**src/rtl/chunk_burst_reader_if.sv**
```systemverilog
// FIFO-side and burst-side signals of chunk_burst_reader, bundled.
// master: the reader; slave: the surrounding FIFO and sink.
interface chunk_burst_reader_if #(
    parameter int WIDTH = 8,
    parameter int DEPTH = 4
);
    logic [WIDTH-1:0] fData;
    logic             fValid;
    logic             fValidChunk;
    logic [DEPTH-1:0] fLevel;
    logic             fReady;
    logic             flush;
    logic [WIDTH-1:0] oData;
    logic             oValid;
    logic             oSop;
    logic             oEop;
    logic             oReady;
    logic             busy;
    logic [15:0]      burstCount;

    modport master (
        input  fData, fValid, fValidChunk, fLevel, flush, oReady,
        output fReady, oData, oValid, oSop, oEop, busy, burstCount
    );

    modport slave (
        output fData, fValid, fValidChunk, fLevel, flush, oReady,
        input  fReady, oData, oValid, oSop, oEop, busy, burstCount
    );
endinterface

```
**src/rtl/chunk_burst_reader.sv**
```systemverilog
// Drains CHUNK-word (or flushed partial) bursts from a FIFO onto a registered SOP/EOP stream.
// First word 2 cycles after fValidChunk; pops stall while the output register is held by !oReady.
module chunk_burst_reader #(
    parameter int WIDTH = 8,
    parameter int DEPTH = 4,
    parameter int CHUNK = 4
) (
    input  logic                 sysClk,
    input  logic                 reset_n,
    chunk_burst_reader_if.master bus
);
    localparam int RW = $clog2(CHUNK) + 1;

    typedef enum logic [1:0] {IDLE, BURST, SHORT} state_t;

    state_t           state_q;
    logic [RW-1:0]    remain_q;
    logic             first_q;
    logic             flush_pend_q;
    logic [WIDTH-1:0] data_q;
    logic             vld_q;
    logic             sop_q;
    logic             eop_q;
    logic [15:0]      cnt_q;

    logic in_burst;
    logic pop;
    logic accept;

    assign in_burst = (state_q != IDLE);
    assign pop      = in_burst && bus.fValid && (remain_q != '0) && (!vld_q || bus.oReady);
    assign accept   = vld_q && bus.oReady;

    assign bus.fReady     = pop;
    assign bus.oData      = data_q;
    assign bus.oValid     = vld_q;
    assign bus.oSop       = sop_q;
    assign bus.oEop       = eop_q;
    assign bus.busy       = in_burst;
    assign bus.burstCount = cnt_q;

    always_ff @(posedge sysClk or negedge reset_n) begin
        if (!reset_n) begin
            state_q      <= IDLE;
            remain_q     <= '0;
            first_q      <= 1'b0;
            flush_pend_q <= 1'b0;
            data_q       <= '0;
            vld_q        <= 1'b0;
            sop_q        <= 1'b0;
            eop_q        <= 1'b0;
            cnt_q        <= '0;
        end else begin
            if (pop) begin
                data_q   <= bus.fData;
                vld_q    <= 1'b1;
                sop_q    <= first_q;
                eop_q    <= (remain_q == RW'(1));
                remain_q <= remain_q - 1'b1;
                first_q  <= 1'b0;
            end else if (accept) begin
                vld_q <= 1'b0;
                sop_q <= 1'b0;
                eop_q <= 1'b0;
            end

            case (state_q)
                IDLE: begin
                    // A full chunk always takes precedence over a pending flush.
                    if (bus.fValidChunk) begin
                        state_q  <= BURST;
                        remain_q <= RW'(CHUNK);
                        first_q  <= 1'b1;
                    end else if (flush_pend_q && (bus.fLevel != '0)) begin
                        state_q  <= SHORT;
                        remain_q <= bus.fLevel[RW-1:0];
                        first_q  <= 1'b1;
                    end
                end
                default: begin
                    if (accept && eop_q) begin
                        state_q <= IDLE;
                        cnt_q   <= cnt_q + 16'd1;
                    end
                end
            endcase

            // Without a full chunk, an idle cycle either starts the short burst or finds nothing to flush.
            if (bus.flush) begin
                flush_pend_q <= 1'b1;
            end else if ((state_q == IDLE) && !bus.fValidChunk) begin
                flush_pend_q <= 1'b0;
            end
        end
    end
endmodule

```
**src/flat_wrapper.sv**
```systemverilog
// flat-port wrapper written by rule: the top's interface ports become plain ports
module chunk_burst_reader_flat 
#(
    parameter int WIDTH = 8,
    parameter int DEPTH = 4,
    parameter int CHUNK = 4
)
  (sysClk, reset_n, bus_fData, bus_fValid, bus_fValidChunk, bus_fLevel, bus_flush, bus_oReady, bus_fReady, bus_oData, bus_oValid, bus_oSop, bus_oEop, bus_busy, bus_burstCount);
  chunk_burst_reader_if #(.WIDTH(WIDTH), .DEPTH(DEPTH)) bus_i ();
  input  logic sysClk;
  input  logic reset_n;
  input wire logic [$bits(bus_i.fData)-1:0] bus_fData;
  input wire logic [$bits(bus_i.fValid)-1:0] bus_fValid;
  input wire logic [$bits(bus_i.fValidChunk)-1:0] bus_fValidChunk;
  input wire logic [$bits(bus_i.fLevel)-1:0] bus_fLevel;
  input wire logic [$bits(bus_i.flush)-1:0] bus_flush;
  input wire logic [$bits(bus_i.oReady)-1:0] bus_oReady;
  output wire logic [$bits(bus_i.fReady)-1:0] bus_fReady;
  output wire logic [$bits(bus_i.oData)-1:0] bus_oData;
  output wire logic [$bits(bus_i.oValid)-1:0] bus_oValid;
  output wire logic [$bits(bus_i.oSop)-1:0] bus_oSop;
  output wire logic [$bits(bus_i.oEop)-1:0] bus_oEop;
  output wire logic [$bits(bus_i.busy)-1:0] bus_busy;
  output wire logic [$bits(bus_i.burstCount)-1:0] bus_burstCount;
  assign bus_i.fData = bus_fData;
  assign bus_i.fValid = bus_fValid;
  assign bus_i.fValidChunk = bus_fValidChunk;
  assign bus_i.fLevel = bus_fLevel;
  assign bus_i.flush = bus_flush;
  assign bus_i.oReady = bus_oReady;
  assign bus_fReady = bus_i.fReady;
  assign bus_oData = bus_i.oData;
  assign bus_oValid = bus_i.oValid;
  assign bus_oSop = bus_i.oSop;
  assign bus_oEop = bus_i.oEop;
  assign bus_busy = bus_i.busy;
  assign bus_burstCount = bus_i.burstCount;
  chunk_burst_reader #(.WIDTH(WIDTH), .DEPTH(DEPTH), .CHUNK(CHUNK)) u_core (.sysClk(sysClk), .reset_n(reset_n), .bus(bus_i));
endmodule
```
**config.mk**
```make
export PLATFORM = sky130hd
export DESIGN_NAME = chunk_burst_reader_flat
export DESIGN_NICKNAME = d
export VERILOG_FILES = /design/src/rtl/chunk_burst_reader_if.sv /design/src/rtl/chunk_burst_reader.sv /design/src/flat_wrapper.sv
export SDC_FILE = /design/constraint.sdc
export NUM_CORES = 1
export LEC_CHECK = 0
export BUFFER_PORTS_ARGS = -buffer_cell sky130_fd_sc_hd__buf_2
export CAP_MARGIN = 40
export CORE_ASPECT_RATIO = 1.5
export CORE_UTILIZATION = 45
export DETAILED_ROUTE_END_ITERATION = 6
export GPL_ROUTABILITY_DRIVEN = 0
export PLACE_DENSITY = 0.73
export SKIP_LAST_GASP = 1
export SYNTH_ARGS = -nofsm -noshare
export SYNTH_HDL_FRONTEND = slang
export SYNTH_SLANG_ARGS = --single-unit
```
**constraint.sdc**
```tcl
create_clock -name sysClk -period 1.9 [get_ports sysClk]
set_input_delay 0.38 -clock sysClk [delete_from_list [all_inputs] [get_ports sysClk]]
set_output_delay 0.38 -clock sysClk [all_outputs]
set_load 0.03 [all_outputs]
```
==> results.ini <==
[synth]
synthTopCellsByArea = dfrtp_1, xnor2_1, mux2_2, nand2_1, ha_1
ys_types = 34
synth-compound-area-share = 0.0733
ys.flop_type = dfrtp_1
synth_seq_cells = 34
synth_xor_area_frac = 0.0846
synthArstFlopShare = 1.00
synth_largest_area_cell = dfrtp_1
synth_fa_ha_area_frac = 0.0322
yosysWarningCount = 0
muxShareOfSynthArea = 0.0701
synth.top_cell.area_share = 0.548
synthSimpleGateAreaFrac = 0.150
ys_seq_area_frac = 0.548
synth_nets = 156
yosysMostFrequentCell = dfrtp_1
synth_top_family_by_area = simple AND/OR/NAND/NOR gates
synth-edff-count = 0
syn_avg_cell_area_sq_um = 11.6
syn_area_sq_um = 1550
synthTopCellsByCount = dfrtp_1, nand2_1, xnor2_1
synthesis.instances = 134

[critical_path]
r2r_end = u_core.remain_q[0]
startpoint = u_core.remain_q[1]
setup.worst_path.end_class = primary output
reg2reg_depth = 10
required_ns = 1.52
critPathKind = reg -> out
cp-endpoint = bus_fReady
r2r_start = u_core.remain_q[1]
arrival_ns = 1.50
critPathMaxFanout = 2
r2r_slack_ns = 0.05
crit_path_start_kind = register

[cells_and_area]
area_growth_pct = 32.7
regArea_sq_um = 851
layout-drive-gt1-share = 0.464
diodes = 0
layout.nets = 217
multiInputGateArea_sq_um = 708
fillers = 243

[timing]
setup_tns_ns = 0
setup_viol = 0
final.setup_skew_ns = 0.00294
rsz0062_at_grt = true
fin_crit_ns = 1.88
fin_ws_ns = 0.0174
drv_slew = 0
relSlewSlack = 0.517
post-route-period-util = 0.991
hold_viol = 0
tightest_slew_ns = 0.724
max_freq_mhz = 531
holdWs_ns = 0.146

[routing]
vias = 1268
drc = 0
drt_iter0_drc = 11
first_pass_iters = 4
viasPerCell = 5.37
antenna_left = 0
drt_wl_total_microns = 3570
avgRoutedWirePerCell_microns = 15.1

[grt]
overflow = 0
grt_pass1_wl_microns = 5640
antenna_found_initial = 0
track_usage = 0.213
grt_max_degree = 35
first_global_vias = 1242

[power_and_ir_drop]
totalPowerFinal_uw = 2800
powerDensity_nw_per_um2 = 1360
leakage_uw = 0.00103
ir_drop_uv = 962

[place]
port_buffers = 46
dpl.hpwl_microns = 2370
pre_cts_slack_ns = 0.0809

[hold_path]
worstHoldPathType = in -> async

[floorplanning]
fp-row-count = 25
core_area_sq_um = 3220
io_pins = 47
fp.dieW_microns = 50.0
die_h_microns = 73.9
dieArea_sq_um = 3690
start_util = 0.482

[clock_network]
clkLatencyLatePin_ns = 0.29
clockBufferDepth = 2
numCtsBuffers = 5
cts_root_buffer = clkbuf_8
tritoncts = done
cts_htree_levels = 2
cts.sinks = 34
clkSlewWorstSetupHoldPaths_ns = 0.07

[job]
timing.max_cap.violations = 0

[status]
outcome = complete, no violations

metal layers:
| layer | track usage | part of all wire | vias to the layer above |
|---|---|---|---|
| met4 | 0.165 | 0.051 | 0 |
| li1 | - | - | 590 |
| met1 | 0.217 | 0.38 | 615 |
| met3 | 0.0532 | 0.051 | 18 |
| met2 | 0.371 | 0.52 | 45 |
| met5 | 0 | 0 | - |
through the flow:
stage,area (sq um),cells,utilization
floorplan,1550,134,-
global placement,1820,218,0.564
detailed placement,1820,218,0.564
CTS,2020,233,0.627
global route,2060,236,0.640
finish,2060,236,0.640
cell type report:
cell class,count,share of cell area
sequential,34,0.413
multi-input combinational,88,0.344
timing repair buffer,59,0.162
clock buffer,7,0.0419
tap,40,0.0243
inverter,7,0.0128
clock inverter,1,0.00243
how the worst min path moves through the flow:
stage	startpoint	endpoint	slack (ns)	cells after the start
floorplan	reset_n	u_core.bus.burstCount[0]	0.08	0
global placement	u_core.bus.burstCount[15]	u_core.bus.burstCount[15]	0.46	1
detailed placement	u_core.bus.burstCount[15]	u_core.bus.burstCount[15]	0.46	1
CTS	reset_n	u_core.bus.burstCount[4]	0.17	1
global route	reset_n	u_core.bus.burstCount[6]	0.21	1
finish	reset_n	u_core.bus.burstCount[6]	0.15	1
worst max-delay path, cell delays in order (launching register included):
cell and delay, ns:
dfrtp_1 0.37, inv_2 0.07, ha_4 0.16, ha_4 0.16, nor2b_4 0.11, and3_4 0.21, buf_6 0.13
cells in the final DEF, fill, tap and decap left out, drive strengths merged, types with 2 or more instances in the layout:
master	instances
nor2	2
nand2	18
inv	7
mux2	9
nand4	6
clkbuf	7
nand2b	2
nand3	7
xor2	2
o21ai	3
o22ai	3
and4	2
xnor2	13
buf	59
and3	3
dfrtp	34
and2	2
ha	4
nor3	2
o31ai	2
kinds of logic after synthesis:
family / count (synthesis)
AND/OR/NAND/NOR: 45
flip-flops: 34
AO/OA/AOI/OAI: 15
XOR/XNOR: 15
buffers and inverters: 12
multiplexers: 9
adder cells (fa/ha/maj): 4
flip-flops by register name, summed over array words and instances (netlist names), 2 cells and up:
| signal | flops |
|---|---|
| u_core.state_q | 2 |
| u_core.bus.oData | 8 |
| u_core.remain_q | 3 |
| u_core.bus.burstCount | 16 |
timing repair:
item | 4_1_cts | 5_1_grt
endpoints found under the setup margin | 1 | 11
buffers inserted | 7 | 4
pin swaps | 4 | 3
hold buffers | 0 | 0
resized for setup | 13 | 4
power breakdown:
group / internal, uW / switching [uW] / total [uW]
combinational: 526 / 686 / 1210
clock: 292 / 254 / 546
sequential: 908 / 133 / 1040
total: 1730 / 1070 / 2800
(Power assumes the default switching activity.)
